===== src/rtl/fetch_sequencer_16bit.sv =====
// Instruction fetch sequencer: owns the PC, issues one-at-a-time imem requests,
// hands fetched words to decode, and handles redirect, halt and timeout fault.
module fetch_sequencer_16bit #(
    parameter int unsigned          ADDR_W   = 16,
    parameter int unsigned          INSTR_W  = 16,
    parameter logic [ADDR_W-1:0]    RESET_PC = 16'h0000,
    parameter int unsigned          PC_STEP  = 1,
    parameter int unsigned          MAX_WAIT = 8
) (
    input  logic               clk,
    input  logic               reset,
    output logic               imem_req,
    output logic [ADDR_W-1:0]  imem_addr,
    input  logic               imem_ack,
    input  logic [INSTR_W-1:0] imem_rdata,
    output logic               instr_valid,
    output logic [INSTR_W-1:0] instr,
    output logic [ADDR_W-1:0]  instr_pc,
    input  logic               decode_ready,
    input  logic               redirect,
    input  logic [ADDR_W-1:0]  redirect_pc,
    input  logic               halt,
    output logic [ADDR_W-1:0]  PC,
    output logic               fetch_fault
);

    localparam int unsigned CNT_W = $clog2(MAX_WAIT + 1);

    typedef enum logic [2:0] {
        IDLE   = 3'd0,
        FETCH  = 3'd1,
        VALID  = 3'd2,
        HALTED = 3'd3,
        FAULT  = 3'd4
    } state_e;

    state_e             state_q, state_d;
    logic [ADDR_W-1:0]  pc_q, pc_d;
    logic [ADDR_W-1:0]  target_q, target_d;
    logic [INSTR_W-1:0] instr_q, instr_d;
    logic [ADDR_W-1:0]  instr_pc_q, instr_pc_d;
    logic [CNT_W-1:0]   wait_cnt_q, wait_cnt_d;
    logic               kill_q, kill_d;

    always_ff @(posedge clk) begin
        if (reset) begin
            state_q    <= IDLE;
            pc_q       <= RESET_PC;
            target_q   <= '0;
            instr_q    <= '0;
            instr_pc_q <= '0;
            wait_cnt_q <= '0;
            kill_q     <= 1'b0;
        end else begin
            state_q    <= state_d;
            pc_q       <= pc_d;
            target_q   <= target_d;
            instr_q    <= instr_d;
            instr_pc_q <= instr_pc_d;
            wait_cnt_q <= wait_cnt_d;
            kill_q     <= kill_d;
        end
    end

    always_comb begin
        state_d    = state_q;
        pc_d       = pc_q;
        target_d   = target_q;
        instr_d    = instr_q;
        instr_pc_d = instr_pc_q;
        wait_cnt_d = wait_cnt_q;
        kill_d     = kill_q;

        unique case (state_q)
            IDLE: begin
                state_d = halt ? HALTED : FETCH;
            end
            FETCH: begin
                if (imem_ack) begin
                    wait_cnt_d = '0;
                    if (kill_q || redirect) begin
                        // Stale word: drop it and refetch from the newest target
                        pc_d   = redirect ? redirect_pc : target_q;
                        kill_d = 1'b0;
                    end else begin
                        instr_d    = imem_rdata;
                        instr_pc_d = pc_q;
                        pc_d       = pc_q + ADDR_W'(PC_STEP);
                        state_d    = VALID;
                    end
                end else begin
                    if (redirect) begin
                        target_d = redirect_pc;
                        kill_d   = 1'b1;
                    end
                    wait_cnt_d = wait_cnt_q + CNT_W'(1);
                    if (wait_cnt_q == CNT_W'(MAX_WAIT - 1)) begin
                        state_d = FAULT;
                    end
                end
            end
            VALID: begin
                if (redirect) begin
                    pc_d = redirect_pc;
                end
                if (decode_ready) begin
                    state_d = halt ? HALTED : FETCH;
                end else if (redirect) begin
                    state_d = FETCH;
                end
            end
            HALTED: begin
                if (redirect) begin
                    pc_d = redirect_pc;
                end
                if (!halt) begin
                    state_d = FETCH;
                end
            end
            FAULT: begin
                state_d = FAULT;
            end
            default: begin
                state_d = FAULT;
            end
        endcase
    end

    // Moore outputs decoded from registered state only
    assign imem_req    = (state_q == FETCH);
    assign imem_addr   = pc_q;
    assign instr_valid = (state_q == VALID);
    assign instr       = instr_q;
    assign instr_pc    = instr_pc_q;
    assign PC          = pc_q;
    assign fetch_fault = (state_q == FAULT);

endmodule

===== config.mk =====
export PLATFORM = sky130hd
export DESIGN_NAME = fetch_sequencer_16bit
export DESIGN_NICKNAME = d
export VERILOG_FILES = /design/src/rtl/fetch_sequencer_16bit.sv
export SDC_FILE = /design/constraint.sdc
export NUM_CORES = 1
export LEC_CHECK = 0
export ABC_CLOCK_PERIOD_IN_PS = 1800
export BUFFER_PORTS_ARGS = -buffer_cell sky130_fd_sc_hd__buf_2
export CAP_MARGIN = 20
export CELL_PAD_IN_SITES_DETAIL_PLACEMENT = 1
export CELL_PAD_IN_SITES_GLOBAL_PLACEMENT = 2
export CORE_MARGIN = 2
export CORE_UTILIZATION = 25
export DETAILED_ROUTE_END_ITERATION = 16
export HOLD_SLACK_MARGIN = 0.02
export PLACE_DENSITY = 0.72
export SLEW_MARGIN = 30
export SYNTH_ARGS = -nofsm -noshare
export SYNTH_HDL_FRONTEND = slang
export SYNTH_SLANG_ARGS = --single-unit
export TNS_END_PERCENT = 1

===== constraint.sdc =====
create_clock -name clk -period 1.8 [get_ports clk]
set_input_delay 0.18 -clock clk [delete_from_list [all_inputs] [get_ports clk]]
set_output_delay 0.18 -clock clk [all_outputs]
set_load 0.03 [all_outputs]

==> flow_metrics.py <==
metrics = {
    "drt": {
        "vias_per_cell": 4.736,
        "met2WireLength_um": 5211,
        "wl_met3_um": 559,
        "wirelength_um": 11380,
        "route.detailed.drc": 0,
        "topRoutingLayerUsed": "met4",
        "dr.pass1.iters": 4,
        "drt_iter0_drc": 165,
        "postRouteAntennaNets": 0,
        "num_vias": 3505,
        "wl_met1_um": 5467,
        "routedWlPerCell_um": 15.37,
    },
    "die": {
        "die-height_um": 120.3,
        "dieWidth_um": 120.3,
        "initial_core_util_pct": 25.53,
        "dieArea_um2": 14470,
        "ios": 105,
        "num_rows": 42,
        "core_um2": 13240,
    },
    "power_and_ir_drop": {
        "vdd_drop_max_mv": 0.4173,
        "total_power_mw": 6.362,
        "leakagePower_nw": 1.875,
        "powerDensity_nw_per_um2": 1402,
    },
    "logic_synthesis": {
        "yosysMostFrequentCell": "nand2_1",
        "synth-async-reset-ratio_pct": 0,
        "synth_nets": 494,
        "ys_seq_area_share_pct": 42.64,
        "synth_compound_area_share_pct": 21.80,
        "netlist_area_um2": 3381,
        "syn-mean-instance-area_um2": 7.447,
        "synth_seq_cells": 72,
        "ys_warn_count": 0,
        "synth_xor_area_share_pct": 1.295,
        "synth_edf_count": 0,
        "synth.top_cells.by_count": "nand2_1 (123), dfxtp_1 (72), a21oi_1 (71), o21ai_0 (24)",
        "yosys.area.top_type": "dfxtp_1",
        "synth_simple_gate_area_share_pct": 24.87,
        "synthMuxAreaShare_pct": 0.5922,
        "ys_types": 47,
        "synth_top_family_by_area": "simple AND/OR/NAND/NOR gates",
        "synthFlopType": "dfxtp_1",
        "netlist_top_cells_area": "dfxtp_1 (43%), nand2_1 (14%), a21oi_1 (11%), buf_4 (3.8%), o21ai_0 (3.6%)",
        "yosys.area.top_type_share_pct": 42.64,
        "synth_cells": 454,
        "synthAdderAreaFrac_pct": 0.7402,
    },
    "timing": {
        "fin_crit_ns": 1.737,
        "timing.fmax_ghz": 0.5756,
        "rsz0062_at_grt": "true",
        "finalMaxSlewViolations": 0,
        "skew_ns": 0.009850,
        "relSlewSlack_pct": 70.33,
        "hold_viol": 0,
        "finalSetupViolations": 0,
        "min_period_over_period_pct": 96.52,
        "worst_slew_pin_slew_ns": 0.4339,
    },
    "setup_path": {
        "rrSetupSlack_ns": 0.11,
        "startpoint_type": "flop",
        "slowest_stage": "or3b_4",
        "path_cells": "or3b_4 -> buf_4 -> inv_2 -> buf_6",
        "endpoint_kind": "output port",
        "cp.required_ns": 1.62,
        "cp.arrival_ns": 1.56,
        "critPathMaxFanout": 11,
        "crit_family": "simple AND/OR/NAND/NOR gates",
        "crit_type": "reg2out",
        "max_stage_delay_ns": 0.44,
        "worst-path-buf-inv": 3,
    },
    "placement": {
        "io_buffers": 104,
        "hpwl_um": 8620,
        "gp_congestion": 0.7898,
        "place_area_um2": 4208,
    },
    "clock_tree": {
        "cts_buffers": 9,
        "cts_hold_buf": 0,
        "clk_latency_ns": 0.34,
        "htreeDepth": 3,
        "cts_tree": "yes",
        "cts.path.max_buffers": 2,
        "path_clk_slew_ns": 0.06,
        "root_buffer": "clkbuf_16",
        "cts_sinks": 72,
    },
    "global_routing": {
        "grt_max_degree": 26,
        "grt.overflow.total": 0,
        "grt_pass1_wl_um": 18370,
        "grt_usage_pct": 16.03,
        "grt_pass1_vias": 3445,
        "antenna_found_initial": 0,
    },
    "final_layout": {
        "postLayoutCellArea_um2": 4538,
        "n_antenna_cell": 0,
        "nets": 600,
        "synthToLayoutAreaGrowth_pct": 34.23,
        "drive_gt1_share_pct": 30.67,
    },
    "hold_path": {
        "hold_path.class": "in2reg",
    },
    "job": {
        "cap_violations": 0,
    },
    "status": {
        "outcome": "finished clean",
    },
}
-- layout by cell type (no fill, tap or decap), types with 3 or more instances in the layout --
cell type / count
a211oi_1: 6
buf_2: 103
xor2_1: 3
buf_12: 3
dfxtp_2: 5
dfxtp_1: 67
nor3_1: 8
nor2_1: 23
or3_1: 5
buf_4: 35
inv_1: 4
nand3_1: 8
o211ai_1: 7
a21oi_1: 71
clkbuf_16: 9
nand2_1: 123
nand4_1: 4
o21ai_0: 24
-- cell families (layout without fill, tap and decap cells) --
kind of cell,after synthesis,in the layout
mux,2,2
fa+ha+maj,2,2
simple gates,192,192
flops,72,72
compound gates,128,128
buf+inv,53,163
xor+xnor,5,5
-- cell type report --
cell class	instances	area (um2)
Clock buffer	10	229.0
Multi-Input combinational cell	329	1704
Clock inverter	5	57.56
Inverter	5	18.77
Sequential cell	72	1448
Tap cell	176	220.2
Timing Repair Buffer	143	860.8
Fill cell	1674	8705
-- state kept, by name (all words and copies together), names as in the netlist --
name,count
PC,16
instr,16
instr_pc,16
target_q,16
wait_cnt_q,4
state_q,3
kill_q,1
-- worst register-to-register path: cells and delay by family (launching register included) --
kind               cells  cell delay (ns)
DFF                    1             0.42
and+or+nand+nor        3             0.93
AOI/OAI and AO/OA      2             0.28
-- worst paths after layout --
kind | start | endpoint | cells past startpoint
worst min register to register | instr[1] | instr[1] | 2
worst max-delay path | state_q[2] | imem_req | 4
worst min-delay path | imem_rdata[3] | instr[3] | 3
worst max register to register | PC[2] | PC[9] | 5
-- through the flow --
step,util [%],setup slack (ns),std cells,setup TNS (ns),hold WS (ns)
finish,34.27,0.06270,740,0,0.08201
global route,34.27,-0.01548,740,-0.02035,0.08453
CTS,34.02,0.002074,739,0,0.07360
detailed placement,31.77,-0.02148,724,-0.03833,0.4300
global placement,31.77,0.06856,724,0,0.4260
floorplan,-,-0.05361,454,-0.05361,0.3160
-- metal layers --
layer | vias up | GRT usage, %
met1 | 1647 | 20.94
met5 | - | 0
met4 | 0 | 4.578
li1 | 1761 | -
met2 | 87 | 26.56
met3 | 10 | 3.585
-- where the power goes --
group          switching [mW]  internal, mW  leakage, nW
clock network           0.691          1.07        0.143
registers               0.220          1.82        0.586
logic                    1.65         0.919         1.15
total                    2.56          3.81         1.87
-- repair_timing --
action / 4_1_cts / 5_1_grt
pin swaps: 0 / 4
setup endpoints to repair: 3 / 7
resized for setup: 5 / 7
buffers inserted: 0 / 1
hold endpoints to repair: 0 / 0
(Power assumes the default switching activity.)
